`src/rtl/codifica_hamming_tx.sv`:
```
// Hamming(15,11) transmit stage: encodes an 11-bit word, optionally flips one
// codeword bit, and sends the codeword LSB-first between a start and stop bit.
//
// state  | meaning
// -------+------------------------------------------------------------
// OCIOSO | line idle at 1, ready for a new word
// INICIO | start bit (0) held for CICLOS_POR_BIT cycles
// DADOS  | codeword bit [idx] held for CICLOS_POR_BIT cycles, idx 0..14
// FIM    | stop bit (1) held for CICLOS_POR_BIT cycles
module codifica_hamming_tx #(
    parameter int CICLOS_POR_BIT = 4
) (
    input  logic        clk,
    input  logic        rst_n,
    input  logic [10:0] entrada,
    input  logic [3:0]  erro_pos,
    input  logic        entrada_valida,
    output logic        pronto,
    output logic        serial_saida,
    output logic        ocupado,
    output logic [14:0] palavra
);

    localparam int CW = (CICLOS_POR_BIT > 1) ? $clog2(CICLOS_POR_BIT) : 1;
    localparam logic [CW-1:0] CNT_MAX = CW'(CICLOS_POR_BIT - 1);

    typedef enum logic [1:0] {OCIOSO, INICIO, DADOS, FIM} estado_t;

    estado_t       estado, estado_next;
    logic [CW-1:0] cnt, cnt_next;
    logic [3:0]    idx, idx_next;
    logic [14:0]   palavra_next;
    logic [14:0]   cod_limpo;
    logic [14:0]   mascara;
    logic          serial_next, pronto_next, ocupado_next;
    logic          transfer;
    logic          fim_bit;

    assign transfer = entrada_valida & pronto;
    assign fim_bit  = (cnt == CNT_MAX);

    // Encoder: parity always computed over the clean data bits.
    always_comb begin
        cod_limpo        = '0;
        cod_limpo[2]     = entrada[0];
        cod_limpo[6:4]   = entrada[3:1];
        cod_limpo[11:8]  = entrada[7:4];
        cod_limpo[14:12] = entrada[10:8];
        cod_limpo[0] = cod_limpo[2] ^ cod_limpo[4] ^ cod_limpo[6] ^ cod_limpo[8]
                     ^ cod_limpo[10] ^ cod_limpo[12] ^ cod_limpo[14];
        cod_limpo[1] = cod_limpo[2] ^ cod_limpo[5] ^ cod_limpo[6] ^ cod_limpo[9]
                     ^ cod_limpo[10] ^ cod_limpo[13] ^ cod_limpo[14];
        cod_limpo[3] = cod_limpo[4] ^ cod_limpo[5] ^ cod_limpo[6] ^ cod_limpo[11]
                     ^ cod_limpo[12] ^ cod_limpo[13] ^ cod_limpo[14];
        cod_limpo[7] = ^cod_limpo[14:8];
        mascara = '0;
        if (erro_pos != 4'd0)
            mascara = 15'd1 << (erro_pos - 4'd1);
    end

    // Next-state, counters and registered-output values.
    always_comb begin
        estado_next  = estado;
        cnt_next     = cnt;
        idx_next     = idx;
        palavra_next = palavra;
        case (estado)
            OCIOSO: begin
                if (transfer) begin
                    palavra_next = cod_limpo ^ mascara;
                    estado_next  = INICIO;
                    cnt_next     = '0;
                    idx_next     = 4'd0;
                end
            end
            INICIO: begin
                if (fim_bit) begin
                    cnt_next    = '0;
                    idx_next    = 4'd0;
                    estado_next = DADOS;
                end else begin
                    cnt_next = cnt + CW'(1);
                end
            end
            DADOS: begin
                if (fim_bit) begin
                    cnt_next = '0;
                    if (idx == 4'd14) begin
                        idx_next    = 4'd0;
                        estado_next = FIM;
                    end else begin
                        idx_next = idx + 4'd1;
                    end
                end else begin
                    cnt_next = cnt + CW'(1);
                end
            end
            FIM: begin
                if (fim_bit) begin
                    cnt_next    = '0;
                    estado_next = OCIOSO;
                end else begin
                    cnt_next = cnt + CW'(1);
                end
            end
            default: begin
                cnt_next    = '0;
                idx_next    = 4'd0;
                estado_next = OCIOSO;
            end
        endcase

        serial_next  = 1'b1;
        pronto_next  = 1'b0;
        ocupado_next = 1'b1;
        case (estado_next)
            OCIOSO: begin
                pronto_next  = 1'b1;
                ocupado_next = 1'b0;
            end
            INICIO:  serial_next = 1'b0;
            DADOS:   serial_next = palavra_next[idx_next];
            default: serial_next = 1'b1;
        endcase
    end

    // State, counters and outputs all come straight from flops.
    always_ff @(posedge clk or negedge rst_n) begin
        if (!rst_n) begin
            estado       <= OCIOSO;
            cnt          <= '0;
            idx          <= 4'd0;
            palavra      <= '0;
            serial_saida <= 1'b1;
            pronto       <= 1'b1;
            ocupado      <= 1'b0;
        end else begin
            estado       <= estado_next;
            cnt          <= cnt_next;
            idx          <= idx_next;
            palavra      <= palavra_next;
            serial_saida <= serial_next;
            pronto       <= pronto_next;
            ocupado      <= ocupado_next;
        end
    end

endmodule

```
`config.mk`:
```
export PLATFORM = sky130hd
export DESIGN_NAME = codifica_hamming_tx
export DESIGN_NICKNAME = d
export VERILOG_FILES = /design/src/rtl/codifica_hamming_tx.sv
export SDC_FILE = /design/constraint.sdc
export NUM_CORES = 1
export LEC_CHECK = 0
export ABC_AREA = 1
export CAP_MARGIN = 20
export CELL_PAD_IN_SITES_DETAIL_PLACEMENT = 0
export CELL_PAD_IN_SITES_GLOBAL_PLACEMENT = 1
export CORE_ASPECT_RATIO = 1.2
export CORE_UTILIZATION = 33
export DETAILED_ROUTE_END_ITERATION = 7
export PLACE_DENSITY = 0.84
export SLEW_MARGIN = 30
export SYNTH_ARGS = -nofsm -noshare
export SYNTH_HDL_FRONTEND = slang
export SYNTH_SLANG_ARGS = --single-unit
```
`constraint.sdc`:
```
create_clock -name clk -period 1.75 [get_ports clk]
set_input_delay 0.35 -clock clk [delete_from_list [all_inputs] [get_ports clk]]
set_output_delay 0.35 -clock clk [all_outputs]
set_load 0.01 [all_outputs]
```
==> flow_results.org <==
** Die
- Floorplan die area :: 6931 um2
- For this configuration, the core starts out at a cell density of 34.00%.
- Standard cell core area :: 6406 um2
- Core Rows :: 32
- Num ports :: 36
- Die extent in x :: 76.17 um
- The floorplan step set the die height to 91 um.

** Clock tree
- Clock-pin slew was measured on the worst setup and hold paths at 0.09 ns.
- The cell sitting at the root of the clock tree is a clkbuf_8.
- CTS saw 26 sinks.
- Latest clock arrival within the worst-skew pair :: 0.26 ns
- No sink is reached through more buffers than the 2 on the longest clock path.
- Number of H-tree branching levels :: 1
- Number of clock buffers inserted by TritonCTS :: 3
- TritonCTS clock tree :: yes

** Cells and area
- Number of antenna cells inserted :: 0
- After routing the design area is 3378 um2.
- Summing all multi-input logic gate instances after layout gives 1449 um2.
- The library cell used most frequently in the layout, excluding fill and tap cells, is nand2_1.
- Leaving out fill and tap cells, the most frequent cells in the layout are nand2_1, buf_4, inv_1, nand3_1, clkdlybuf4s50_1.
- Fill count :: 641
- The area growth from synthesis to layout is 55.08%.
- End-of-flow core utilization :: 52.73%
- Net count, final :: 483
- Fraction of layout instances using a drive strength above 1 :: 31.02%
- Registers take 654.4 um2.

** GRT
- In the global route stage, overall resource usage came out at 18.47%.
- The via count of the first global-routing pass came to 2303.
- For this run the aggregate overflow at the end of global routing stands at 0.
- Initial antenna violation count :: 0
- Maximum number of pins on one net before global-route repair :: 27
- The first global-routing pass estimated 10360 um of wire.

** Route
- DR vias :: 2437
- DRT iter0 DRCs :: 123
- The final layout contains routed wiring with a total length of 6170 um.
- In this run the remaining antenna-violating nets after routing total 0.
- Detail-routed net length per standard cell :: 11.30 um
- After detailed routing, the number of remaining DRC violations is 0.
- In the routed layout, each cell is associated on average with a via count of 4.463.
- Detailed-router iteration count before antenna repair :: 4

** Logic synthesis
- The mapped netlist covers 2178 um2.
- Counting every instance in the synthesized netlist gives 354.
- The Yosys step of the flow raised 0 warnings.
- Among all flip-flop cells after synthesis, the most frequent one is dfrtp_1.
- The synthesized netlist contains 34 unique library cells.
- For this run, asynchronously set or reset flops after synthesis account for 100.0%.
- Sequential elements use 29.98% of the synthesized area.
- Number of enable-type register cells in the synthesized netlist :: 0
- A synthesized cell averages 6.154 um2.
- Net count after synthesis :: 375
- Flip-flop and latch count after synthesis :: 26

** Worst setup path
- STA classifies the critical path endpoint as a flop.
- In this run the critical register-to-register path is captured at serial_saida$_DFF_PN1_.
- Startpoint type of the worst setup path :: primary input
- Cell-by-cell trace of the critical path :: clkdlybuf4s50_1 > nand2_2 > a21boi_4 > nor2_4 > inv_2 > nand2_8 > nand3_2 > nand3_1 > nor2_1 > nor2_1 > nor2_1 > nand2_1 > nand2_1 > nand2_1
- STA puts the critical path data arrival time at 2.09 ns.
- For flop-to-flop paths, the worst setup slack is -0.11 ns.
- Number of cells on the worst reg-to-reg path :: 14
- Crit-path leading delay family :: simple AND/OR/NAND/NOR gates
- In this run the critical register-to-register path is launched from idx[0]$_DFF_PN0_.
- The slowest stage of the critical path belongs to the cell clkdlybuf4s50_1.
- The critical path is of the primary input to flop type.
- Critical path required time :: 1.96 ns
- Largest stage delay, worst path :: 0.55 ns
- Critical path peak fanout :: 5
- Counting both buffers and inverters, the worst setup path holds a total of 2.

** STA
- Timing would allow up to 530.1 MHz.
- Final period util :: 107.8%
- RSZ-0062 raised after global routing :: yes
- For the pin with the worst max-slew slack, the measured transition is 0.3655 ns.
- In this run the tightest slew margin relative to its limit is 75.63%.
- The number of max-slew violations in the final report was 0.
- Setup violations remaining at the end of the flow were counted as 1.
- On the final layout, the worst hold slack is 0.4458 ns.
- Crit path time final :: 1.886 ns
- Setup TNS :: -0.1365 ns
- Count of endpoints failing hold in the final timing report :: 0
- Setup slack on the critical path of the routed design comes to -0.1365 ns.
- Worst clock skew :: 0.001962 ns

** Placed design
- In this run the tool buffered the top-level ports with 35 buffer cells.
- Estimated wirelength of the detail-placed design :: 4921 um
- Placed Instance Area :: 3088 um2
- Routability-driven placement finished with a final weighted congestion of 0.9202.

** Min path
- Kind of path behind the tightest hold check :: primary input to asynchronous set/reset pin

** Power and ir drop
- Summed over all cells, the static leakage comes to 1.827 nW.
- Dividing total power by cell area gives a power density of 1361 nW/um2.
- Maximum vdd drop :: 0.0005913 V

** Outcome
- Violations in the final reports :: setup timing
- The run finished, with violations left.

** Flow run
- Max-capacitance violation count :: 0
worst max path at each step:
stage	from	end	slack [ns]	cells past startpoint
2_1_floorplan	idx[0]$_DFF_PN0_	serial_saida$_DFF_PN1_	0.007	16
3_3_place_gp	entrada[4]	serial_saida$_DFF_PN1_	-0.41	17
3_5_place_dp	entrada[2]	serial_saida$_DFF_PN1_	-0.41	19
4_1_cts	idx[0]$_DFF_PN0_	serial_saida$_DFF_PN1_	-0.09	14
5_1_grt	estado[0]$_DFF_PN0_	serial_saida$_DFF_PN1_	-0.24	14
6_report	entrada_valida	serial_saida$_DFF_PN1_	-0.14	14
synth_stat cells (3+ instances only):
| cell | n | area share (%) |
|---|---|---|
| nand2_1 | 144 | 25 |
| inv_2 | 4 | 0.69 |
| a21oi_1 | 4 | 0.92 |
| nor2_2 | 5 | 1.4 |
| ha_1 | 3 | 1.7 |
| nor2_1 | 28 | 4.8 |
| dfrtp_1 | 24 | 28 |
| nand3_1 | 48 | 11 |
| or2_2 | 9 | 2.6 |
| inv_1 | 51 | 8.8 |
| nand2_2 | 3 | 0.86 |
routing by layer:
metal | GRT usage [%] | vias to the layer above | routed length (um)
li1 | - | 1307 | -
met1 | 22.60 | 1071 | 2664
met2 | 33.86 | 47 | 3229
met3 | 1.910 | 12 | 135
met4 | 5.609 | 0 | 140
met5 | 0 | - | 0
cell families after synthesis:
kind of cell | Yosys count | synth area share, %
and+or+nand+nor | 246 | 49.63
buffers and inverters | 61 | 11.55
DFF | 26 | 29.98
AOI/OAI and AO/OA | 15 | 5.917
xor gates and xnor gates | 3 | 1.206
adders and majority gates | 3 | 1.723
report_power, final:
| group | leakage (nW) | switching, mW | internal [mW] |
|---|---|---|---|
| registers | 0.306 | 0.210 | 0.904 |
| clock network | 0.0288 | 0.180 | 0.201 |
| logic | 1.49 | 1.54 | 1.56 |
| total | 1.83 | 1.93 | 2.66 |
metrics by stage:
stage	setup WS, ns	std cells	total power [mW]
finish	-0.1365	546	4.597
global route	-0.2394	546	4.975
CTS	-0.09263	540	4.346
detailed placement	-0.4150	534	3.825
global placement	-0.4077	534	3.775
floorplan	0.007446	354	2.548
state kept, by name (all words and copies together) (netlist names):
signal	cells
cnt	2
estado	2
idx	4
ocupado	1
palavra	15
pronto	1
serial_saida	1
timing repair:
item,in CTS,in global routing
resized for setup,17,37
buffers inserted,2,5
gates cloned,0,1
setup endpoints to repair,1,4
pin swaps,8,6
hold buffers,0,0
endpoints found under the hold margin,0,0
area by class of cell:
type | count | share of cell area (%)
Tap cell | 85 | 3.148
Clock buffer | 4 | 1.630
Inverter | 57 | 6.481
Sequential cell | 26 | 19.37
Multi-Input combinational cell | 268 | 42.89
Timing Repair Buffer | 106 | 26.48
(Power assumes the default switching activity.)
